==> src/rtl/scrambler_tx_sequencer_if.sv <==
// Upstream block bus: one 66-bit block (sync header + payload) per valid/ready transfer.
interface scrambler_tx_sequencer_if #(
  parameter int unsigned HDR_W     = 2,
  parameter int unsigned PAYLOAD_W = 64
);
  logic                 blk_valid;
  logic                 blk_ready;
  logic [HDR_W-1:0]     blk_header;
  logic [PAYLOAD_W-1:0] blk_payload;

  modport master (
    output blk_valid,
    output blk_header,
    output blk_payload,
    input  blk_ready
  );

  modport slave (
    input  blk_valid,
    input  blk_header,
    input  blk_payload,
    output blk_ready
  );
endinterface

==> src/rtl/scrambler_tx_sequencer.sv <==
// 64b/66b transmit sequencer: serializes header bits in the clear and payload bits
// through an external x^58+x^39+1 scrambler, owning its clear and enable.
module scrambler_tx_sequencer #(
  parameter int unsigned PAYLOAD_W = 64,
  parameter int unsigned HDR_W     = 2,
  parameter int unsigned CNT_W     = 16
) (
  input  logic                    CLK,
  input  logic                    reset,
  scrambler_tx_sequencer_if.slave blk,
  input  logic                    reinit,
  output logic                    scr_reset,
  output logic                    scr_enable,
  output logic                    scr_bit_in,
  input  logic                    scr_bit_out,
  output logic                    ser_bit,
  output logic                    ser_valid,
  output logic                    hdr_err,
  output logic [CNT_W-1:0]        blk_count
);

  localparam int unsigned MAX_W     = (PAYLOAD_W > HDR_W) ? PAYLOAD_W : HDR_W;
  localparam int unsigned BIT_CNT_W = (MAX_W > 1) ? $clog2(MAX_W) : 1;
  localparam logic [BIT_CNT_W-1:0] HDR_LAST = BIT_CNT_W'(HDR_W - 1);
  localparam logic [BIT_CNT_W-1:0] PAY_LAST = BIT_CNT_W'(PAYLOAD_W - 1);

  typedef enum logic [1:0] {
    INIT = 2'd0,
    IDLE = 2'd1,
    HDR  = 2'd2,
    PAY  = 2'd3
  } state_t;

  state_t               state;
  logic [BIT_CNT_W-1:0] cnt;
  logic [HDR_W-1:0]     hdr_sr;
  logic [PAYLOAD_W-1:0] pay_sr;
  logic                 reinit_pend;

  logic ready;
  logic xfer;
  logic last_hdr;
  logic last_pay;
  logic bad_hdr;

  assign last_hdr = (state == HDR) && (cnt == HDR_LAST);
  assign last_pay = (state == PAY) && (cnt == PAY_LAST);
  assign bad_hdr  = (blk.blk_header == '0) || (blk.blk_header == '1);
  assign xfer     = blk.blk_valid && ready;

  // Acceptance window: idle, or the last payload bit so blocks chain without a bubble.
  always_comb begin
    ready = 1'b0;
    case (state)
      IDLE:    ready = !reinit_pend;
      PAY:     ready = last_pay && !reinit_pend && !reinit;
      default: ready = 1'b0;
    endcase
  end

  assign blk.blk_ready = ready;

  // Gated by reset so the clear stays low while held in reset, though state reads INIT.
  assign scr_reset  = (state == INIT) && reset;
  assign scr_enable = (state == PAY);
  assign scr_bit_in = (state == PAY) ? pay_sr[0] : 1'b0;
  assign ser_valid  = (state == HDR) || (state == PAY);

  // Payload bits return through the scrambler in the same cycle.
  always_comb begin
    ser_bit = 1'b0;
    case (state)
      HDR:     ser_bit = hdr_sr[0];
      PAY:     ser_bit = scr_bit_out;
      default: ser_bit = 1'b0;
    endcase
  end

  always_ff @(posedge CLK or negedge reset) begin
    if (!reset) begin
      state       <= INIT;
      cnt         <= '0;
      hdr_sr      <= '0;
      pay_sr      <= '0;
      reinit_pend <= 1'b0;
      hdr_err     <= 1'b0;
      blk_count   <= '0;
    end else begin
      hdr_err <= xfer && bad_hdr;

      if (xfer) begin
        hdr_sr <= blk.blk_header;
        pay_sr <= blk.blk_payload;
      end else if (state == HDR) begin
        hdr_sr <= hdr_sr >> 1;
      end else if (state == PAY) begin
        pay_sr <= pay_sr >> 1;
      end

      if (reinit) begin
        reinit_pend <= 1'b1;
      end

      case (state)
        INIT: begin
          state       <= IDLE;
          reinit_pend <= reinit;
        end
        IDLE: begin
          if (reinit_pend) begin
            state <= INIT;
          end else if (xfer) begin
            state <= HDR;
            cnt   <= '0;
          end
        end
        HDR: begin
          if (last_hdr) begin
            state <= PAY;
            cnt   <= '0;
          end else begin
            cnt <= cnt + BIT_CNT_W'(1);
          end
        end
        PAY: begin
          if (last_pay) begin
            blk_count <= blk_count + CNT_W'(1);
            cnt       <= '0;
            if (xfer) begin
              state <= HDR;
            end else if (reinit_pend || reinit) begin
              state <= INIT;
            end else begin
              state <= IDLE;
            end
          end else begin
            cnt <= cnt + BIT_CNT_W'(1);
          end
        end
        default: state <= INIT;
      endcase
    end
  end

endmodule

==> src/flat_wrapper.sv <==
// flat-port wrapper written by rule: the top's interface ports become plain ports
module scrambler_tx_sequencer_flat 
#(
  parameter int unsigned PAYLOAD_W = 64,
  parameter int unsigned HDR_W     = 2,
  parameter int unsigned CNT_W     = 16
)
  (CLK, reset, reinit, scr_reset, scr_enable, scr_bit_in, scr_bit_out, ser_bit, ser_valid, hdr_err, blk_count, blk_blk_valid, blk_blk_header, blk_blk_payload, blk_blk_ready);
  scrambler_tx_sequencer_if #(.HDR_W(HDR_W), .PAYLOAD_W(PAYLOAD_W)) blk_i ();
  input  logic CLK;
  input  logic reset;
  input  logic reinit;
  output logic scr_reset;
  output logic scr_enable;
  output logic scr_bit_in;
  input  logic scr_bit_out;
  output logic ser_bit;
  output logic ser_valid;
  output logic hdr_err;
  output logic [CNT_W-1:0] blk_count;
  input wire logic [$bits(blk_i.blk_valid)-1:0] blk_blk_valid;
  input wire logic [$bits(blk_i.blk_header)-1:0] blk_blk_header;
  input wire logic [$bits(blk_i.blk_payload)-1:0] blk_blk_payload;
  output wire logic [$bits(blk_i.blk_ready)-1:0] blk_blk_ready;
  assign blk_i.blk_valid = blk_blk_valid;
  assign blk_i.blk_header = blk_blk_header;
  assign blk_i.blk_payload = blk_blk_payload;
  assign blk_blk_ready = blk_i.blk_ready;
  scrambler_tx_sequencer #(.PAYLOAD_W(PAYLOAD_W), .HDR_W(HDR_W), .CNT_W(CNT_W)) u_core (.CLK(CLK), .reset(reset), .blk(blk_i), .reinit(reinit), .scr_reset(scr_reset), .scr_enable(scr_enable), .scr_bit_in(scr_bit_in), .scr_bit_out(scr_bit_out), .ser_bit(ser_bit), .ser_valid(ser_valid), .hdr_err(hdr_err), .blk_count(blk_count));
endmodule
==> config.mk <==
export PLATFORM = sky130hd
export DESIGN_NAME = scrambler_tx_sequencer_flat
export DESIGN_NICKNAME = d
export VERILOG_FILES = /design/src/rtl/scrambler_tx_sequencer_if.sv /design/src/rtl/scrambler_tx_sequencer.sv /design/src/flat_wrapper.sv
export SDC_FILE = /design/constraint.sdc
export NUM_CORES = 1
export LEC_CHECK = 0
export CAP_MARGIN = 30
export CORE_UTILIZATION = 46
export CTS_BUF_LIST = sky130_fd_sc_hd__clkbuf_16
export CTS_CLUSTER_SIZE = 14
export DETAILED_ROUTE_END_ITERATION = 6
export HOLD_SLACK_MARGIN = 0.03
export PLACE_DENSITY = 0.83
export SYNTH_ARGS = -nofsm -noshare
export SYNTH_HDL_FRONTEND = slang
export SYNTH_SLANG_ARGS = --single-unit
==> constraint.sdc <==
create_clock -name CLK -period 2 [get_ports CLK]
set_clock_uncertainty 0.05 [all_clocks]
set_input_delay 0.6 -clock CLK [delete_from_list [all_inputs] [get_ports CLK]]
set_output_delay 0.6 -clock CLK [all_outputs]
set_load 0.005 [all_outputs]
==> flow_summary_export.csv, run 1 <==
group,metric,value,unit
cells_and_area,area_growth,36.4,%
routing,avgViaCountPerCell,5.55,
global_routing,antenna_found_initial,0,
cells_and_area,drive_above_1_share,14.2,%
logic_synthesis,netlist_instances,437,
floorplanning,coreArea,9370,sq um
sta,finalSetupViolations,1,
routing,drt_iter0_drc,200,
outcome,violations,"setup timing",
logic_synthesis,ys_ff_latch,92,
critical_path,arrival,1.51,ns
run,drv_cap,0,
logic_synthesis,ys_types,40,
cts,root_buffer,"clkbuf_16",
critical_path,required,1.35,ns
critical_path,slowest_stage,"dfrtp_1",
cells_and_area,diodes,0,
placement,io_buffers,93,
logic_synthesis,synth.avg_cell_area,10.4,sq um
routing,drtPass1Iterations,6,
logic_synthesis,synth.most_common_cell,"dfrtp_1",
critical_path,crit_path_start_kind,"flip-flop",
logic_synthesis,synth-edff-count,0,
logic_synthesis,synth-seq-area-share,50.8,%
sta,min_period,2.16,ns
cts,tritoncts,"built",
routing,drcViolationCount,0,
cells_and_area,fin_area,6180,sq um
floorplanning,row_count,35,
cells_and_area,nets,620,
cts,clk_latency,0.33,ns
sta,final-hold-violation-count,0,
logic_synthesis,synth_top_cell_by_area,"dfrtp_1",
outcome,status,"finished with violations",
logic_synthesis,synthTopCellsByCount,"dfrtp_1 (92), nand3_1 (69), o21ai_0 (66)",
placement,hpwl,6870,microns
critical_path,critical-path-max-stage-delay,0.35,ns
placement,gp_congestion,0.855,
global_routing,grt_pass1_wl,18200,microns
power,power.density,1240,nW/um^2
power,p_comb_share,40.2,%
logic_synthesis,synth_area_leaders,"dfrtp_1 (51%), mux2i_1 (14%), nand3_1 (7.6%)",
logic_synthesis,syn_area,4530,sq um
routing,ant_nets,0,
floorplanning,die_w,101,microns
power,sequentialPowerShare,38.8,%
sta,slew_violations,0,
sta,hold_slack,0.227,ns
sta,timing.setup.tns,-0.156,ns
cells_and_area,multi_input_area,2040,sq um
routing,via_count,3774,
global_routing,grt_pass1_vias,3769,
sta,fmax,464,MHz
cts,clk_pin_slew,0.06,ns
critical_path,cp_top_family,"flip-flops",
routing,wl,11000,microns
cells_and_area,fillCellCount,726,
cts,numClockSinks,92,
placement,place_area,5730,sq um
critical_path,critPathKind,"reg2out",
floorplanning,io_pins,94,
min_path,min_path_type,"in2async",
power,clkPwrFrac,21.0,%
cts,cts_buffer_depth,2,
routing,routedWlPerCell,16.2,microns
sta,setup_ws,-0.156,ns
logic_synthesis,synth_warnings,0,
floorplanning,start_util,48.4,%
floorplanning,dieArea,10300,sq um
power,p_leak,2.68,nW
sta,period_share,108,%
critical_path,end_kind,"output port",
logic_synthesis,synth_top_area_share,50.8,%
critical_path,worstPathCellList,"ha_2 -> nand3_4 -> o31ai_4 -> nor3b_2 -> buf_2",
logic_synthesis,synth-async-reset-ratio,100,%
cts,cts_buffers,9,
logic_synthesis,synthFlopType,"dfrtp_1",
global_routing,groute.usage.overall,22.9,%
cts,cts.htree.levels,3,
critical_path,critPathMaxFanout,2,
power,p_sw_share,34.2,%
power,power.internal,5.06,mW
sta,maxSlewHeadroom,48.4,%
placement,dp_worst_setup_slack,-0.771,ns
logic_synthesis,synth_nets,511,
global_routing,grt_overflow,0,
sta,grt_setup_unrepaired,"yes",
cells_and_area,seqCellArea,2310,sq um
sta,tightest_slew,0.774,ns
floorplanning,die-height,101,microns
global_routing,grt_max_degree,65,
power,peakVddDrop,1450,uV
power,netSwitchingPower,2.63,mW
critical_path,crit_buf_inv,1,
worst register-to-register path: cells and delay by family, from the launching register on:
family / cells / cell delay (ns)
flops: 1 / 0.35
fa+ha+maj: 1 / 0.21
simple gates: 2 / 0.28
compound gates: 2 / 0.32
buf+inv: 3 / 0.65
kinds of logic (layout without fill, tap and decap cells):
logic type	after synthesis	count (layout)	synth area share [%]
AND/OR/NAND/NOR	129	129	15.3
flip-flops	92	92	50.8
AO/OA/AOI/OAI	86	86	10.4
multiplexers	65	65	14.4
buffers and inverters	43	157	4.55
XOR/XNOR	19	19	3.67
adder cells (fa/ha/maj)	3	3	0.828
registers in the layout, indices dropped and copies added, names as in the netlist:
signal and cells:
u_core.blk_count 16, u_core.cnt 6, u_core.hdr_err 1, u_core.hdr_sr 2, u_core.pay_sr 64, u_core.reinit_pend 1, u_core.state 2
power groups by stage:
stage	Combinational, mW	Sequential, mW	Clock (mW)
global route	3.39	3.05	1.73
floorplan	2.01	2.86	0
detailed placement	2.75	3.01	0
global placement	2.62	2.97	0
finish	3.09	2.98	1.62
CTS	3.03	2.96	1.63
repair_timing:
action                                 CTS  global route
resized for setup                       23             7
hold buffers                             0             0
buffers inserted                         6             2
pin swaps                                2             3
endpoints found under the hold margin    0             0
gates cloned                             3             0
setup endpoints to repair               72            45
worst paths after layout:
check	start	endpoint	slack (ns)	cells past startpoint
setup / recovery	u_core.cnt[0]	blk_blk_ready	-0.16	5
hold / removal	reset	u_core.state[0]	0.23	2
setup reg to reg	u_core.cnt[0]	u_core.pay_sr[50]	0.01	8
hold reg to reg	u_core.blk_count[15]	u_core.blk_count[15]	0.43	1
max in group asynchronous	reset	u_core.blk_count[8]	0.55	3
min in group CLK	u_core.blk_count[15]	u_core.blk_count[15]	0.43	1
through the flow:
stage | power, mW | util, % | std cells
2_1_floorplan | 4.88 | - | 437
3_3_place_gp | 5.59 | 61.1 | 653
3_5_place_dp | 5.76 | 61.1 | 653
4_1_cts | 7.62 | 65.7 | 678
5_1_grt | 8.17 | 66.0 | 680
6_report | 7.69 | 66.0 | 680
layout by cell type (no fill, tap or decap), types with 5 or more instances in the layout:
master and n:
inv_1 6, clkbuf_16 9, o21ai_0 66, buf_4 34, nor2_1 8, o21ai_1 6
nor3_1 5, clkdlybuf4s50_1 84, xor2_1 8, dfrtp_1 86, nand2_1 24, nand3_1 69
dfrtp_2 6, mux2i_1 64, xnor2_1 11, a21oi_1 5
layout make-up:
cell class	instances	share of cell area [%]
Multi-Input combinational cell	302	33.1
Timing Repair Buffer	135	22.0
Tap cell	129	2.61
Inverter	6	0.364
Clock inverter	7	0.972
Clock buffer	9	3.64
Sequential cell	92	37.4
metal layers:
metal / GRT usage (%) / wire length (microns) / part of all wire [%]
met2: 37.4 / 5340 / 49
met3: 4.14 / 650 / 5.9
met4: 8.03 / 252 / 2.3
met1: 30.7 / 4760 / 43
met5: 0 / 0 / 0
No activity file was read; power rests on OpenSTA's default activity.
==> inputs of run 2 (changes only) <==
--- a/config.mk
+++ b/config.mk
@@ -6,11 +6,13 @@
 export NUM_CORES = 1
 export LEC_CHECK = 0
 export CAP_MARGIN = 30
+export CORE_MARGIN = 3
 export CORE_UTILIZATION = 46
 export CTS_BUF_LIST = sky130_fd_sc_hd__clkbuf_16
+export CTS_CLUSTER_DIAMETER = 50
 export CTS_CLUSTER_SIZE = 14
 export DETAILED_ROUTE_END_ITERATION = 6
-export HOLD_SLACK_MARGIN = 0.03
+export HOLD_SLACK_MARGIN = 0.05
 export PLACE_DENSITY = 0.83
 export SYNTH_ARGS = -nofsm -noshare
 export SYNTH_HDL_FRONTEND = slang
==> run 2 against run 1 <==
The flow still finishes with violations (setup timing). Combinational power grew 3%. Fmax grew 1.8%. Worst hold slack gained 0.032 ns. Clock power grew 11%. Cell area grew 3.3%. Flip-flop and latch count is the same. First-iteration DRC count shrank 1.0%. Routed wire length grew 4.6%. Highest routed layer unchanged.
==> flow_summary_export.csv, run 2 (synthesis gave the netlist of run 1 again) <==
group,metric,value,unit
sta,slew_violations,0,
critical_path,critPathKind,"reg2out",
cells_and_area,area_growth,40.9,%
cells_and_area,drive_above_1_share,17.2,%
global_routing,grt_pass1_wl,19000,microns
sta,maxSlewHeadroom,68.1,%
routing,drtPass1Iterations,4,
power,p_comb_share,40.0,%
cells_and_area,diodes,0,
routing,routedWlPerCell,16.6,microns
sta,hold_slack,0.259,ns
cells_and_area,reg_top3,"u_core.pay_sr x64, u_core.blk_count x16, u_core.cnt x6",
critical_path,end_kind,"output port",
power,sequentialPowerShare,37.5,%
sta,final-hold-violation-count,0,
power,p_leak,2.78,nW
cts,tritoncts,"built",
cells_and_area,final_common_cell,"dfrtp_1",
placement,io_buffers,93,
outcome,violations,"setup timing",
cells_and_area,layout.cells.most_common_list,"dfrtp_1 (85), clkdlybuf4s50_1 (84), nand3_1 (69)",
placement,hpwl,7320,microns
critical_path,required,1.35,ns
cts,cts_hold_buf,0,
cts,clk_latency,0.33,ns
routing,via_count,3808,
critical_path,critPathMaxFanout,2,
sta,timing.setup.tns,-0.117,ns
power,clkPwrFrac,22.5,%
cells_and_area,largest_register_ffs,64,
routing,ant_nets,0,
run,drv_cap,0,
global_routing,antenna_found_initial,0,
routing,drt_iter0_drc,198,
cts,cts.htree.levels,3,
floorplanning,dieArea,11100,sq um
floorplanning,die-height,105,microns
power,p_total,7.99,mW
placement,gp_congestion,0.810,
global_routing,groute.usage.overall,21.1,%
cells_and_area,regMostFlops,"u_core.pay_sr",
placement,dp_cells,661,
cts,cts_buffers,9,
sta,setup_ws,-0.117,ns
critical_path,reg2reg_depth,7,
routing,avgViaCountPerCell,5.49,
sta,grt_setup_unrepaired,"yes",
critical_path,ff2ff_setup_slack,0.06,ns
floorplanning,start_util,48.1,%
sta,fmax,472,MHz
sta,tightest_slew,0.478,ns
sta,finalSetupViolations,1,
power,power.internal,5.32,mW
floorplanning,die_w,105,microns
global_routing,grt_pass1_vias,3851,
power,netSwitchingPower,2.66,mW
power,power.density,1250,nW/um^2
critical_path,r2r-start,"u_core.state[0]",
routing,wl,11500,microns
global_routing,grt_max_degree,65,
power,p_sw_share,33.4,%
floorplanning,coreArea,9420,sq um
critical_path,arrival,1.47,ns
cells_and_area,stdcell_count,694,
sta,period_share,106,%
critical_path,rr_endpoint,"u_core.blk_count[5]",
cts,numClockSinks,92,
power,peakVddDrop,723,uV
cells_and_area,nets,634,
cts,cts_buffer_depth,2,
floorplanning,row_count,35,
sta,min_period,2.12,ns
min_path,min_path_type,"in2async",
floorplanning,io_pins,94,
cts,clk_pin_slew,0.07,ns
routing,drcViolationCount,0,
outcome,status,"finished with violations",
critical_path,crit_path_start_kind,"flip-flop",
global_routing,grt_overflow,0,
cts,root_buffer,"clkbuf_16",
==> run 2: cell count changes in the layout (fill, tap and decap cells not counted), moves of 2 or more <==
cell,change
buf_16,+3
buf_4,+8
buf_6,+2
clkinv_2,+2
dlygate4sd2_1,-2
inv_1,-2
==> run 2: worst max path at each step <==
stage | start | end
after floorplan | u_core.cnt[0] | blk_blk_ready
after global placement | reinit | blk_blk_ready
after detailed placement | reinit | u_core.pay_sr[27]
after CTS | u_core.cnt[1] | blk_blk_ready
after global routing | u_core.cnt[0] | blk_blk_ready
final | u_core.cnt[0] | blk_blk_ready
==> run 2: repair_timing <==
action	4_1_cts	5_1_grt
hold endpoints to repair	0	0
setup buffers	9	7
endpoints found under the setup margin	72	35
gates resized for setup	27	15
pin swaps	3	5
cloned	3	0
==> run 2: power groups by stage <==
stage / registers, mW / logic (mW) / clock network, mW
after floorplan: 2.86 / 2.01 / 0
after global placement: 2.97 / 2.67 / 0
after detailed placement: 3.02 / 2.81 / 0
after CTS: 2.99 / 3.16 / 1.82
after global routing: 3.07 / 3.52 / 1.90
final: 2.99 / 3.19 / 1.80
==> run 2: area by class of cell <==
class | count | area (sq um)
clock buffer | 9 | 225
clock inverter | 7 | 90.1
fill | 697 | 3030
inverter | 6 | 22.5
multi-input combinational | 302 | 2050
sequential | 92 | 2310
tap | 129 | 161
timing repair buffer | 149 | 1520
==> run 2: per-stage QoR <==
| step | util (%) | instance area [sq um] | setup WS (ns) |
|---|---|---|---|
| after floorplan | - | 4540 | 0.0421 |
| after global placement | 61.4 | 5780 | -0.680 |
| after detailed placement | 61.7 | 5810 | -0.796 |
| after CTS | 67.1 | 6320 | -0.203 |
| after global routing | 67.8 | 6390 | -0.211 |
| final | 67.8 | 6390 | -0.117 |
==> run 2: layer usage <==
layer | GRT usage, % | wire, microns | vias to the layer above
li1 | - | - | 1810
met1 | 28.5 | 5090 | 1871
met2 | 34.7 | 5710 | 121
met3 | 5.21 | 645 | 6
met4 | 4.22 | 70 | 0
met5 | 0 | 0 | -
==> run 2: critical path, cell delays in order, from the launching register on <==
cell and delay, ns:
dfrtp_1 0.39, ha_4 0.16, nand3_4 0.08, o31ai_4 0.18, nor3b_2 0.19, buf_2 0.13
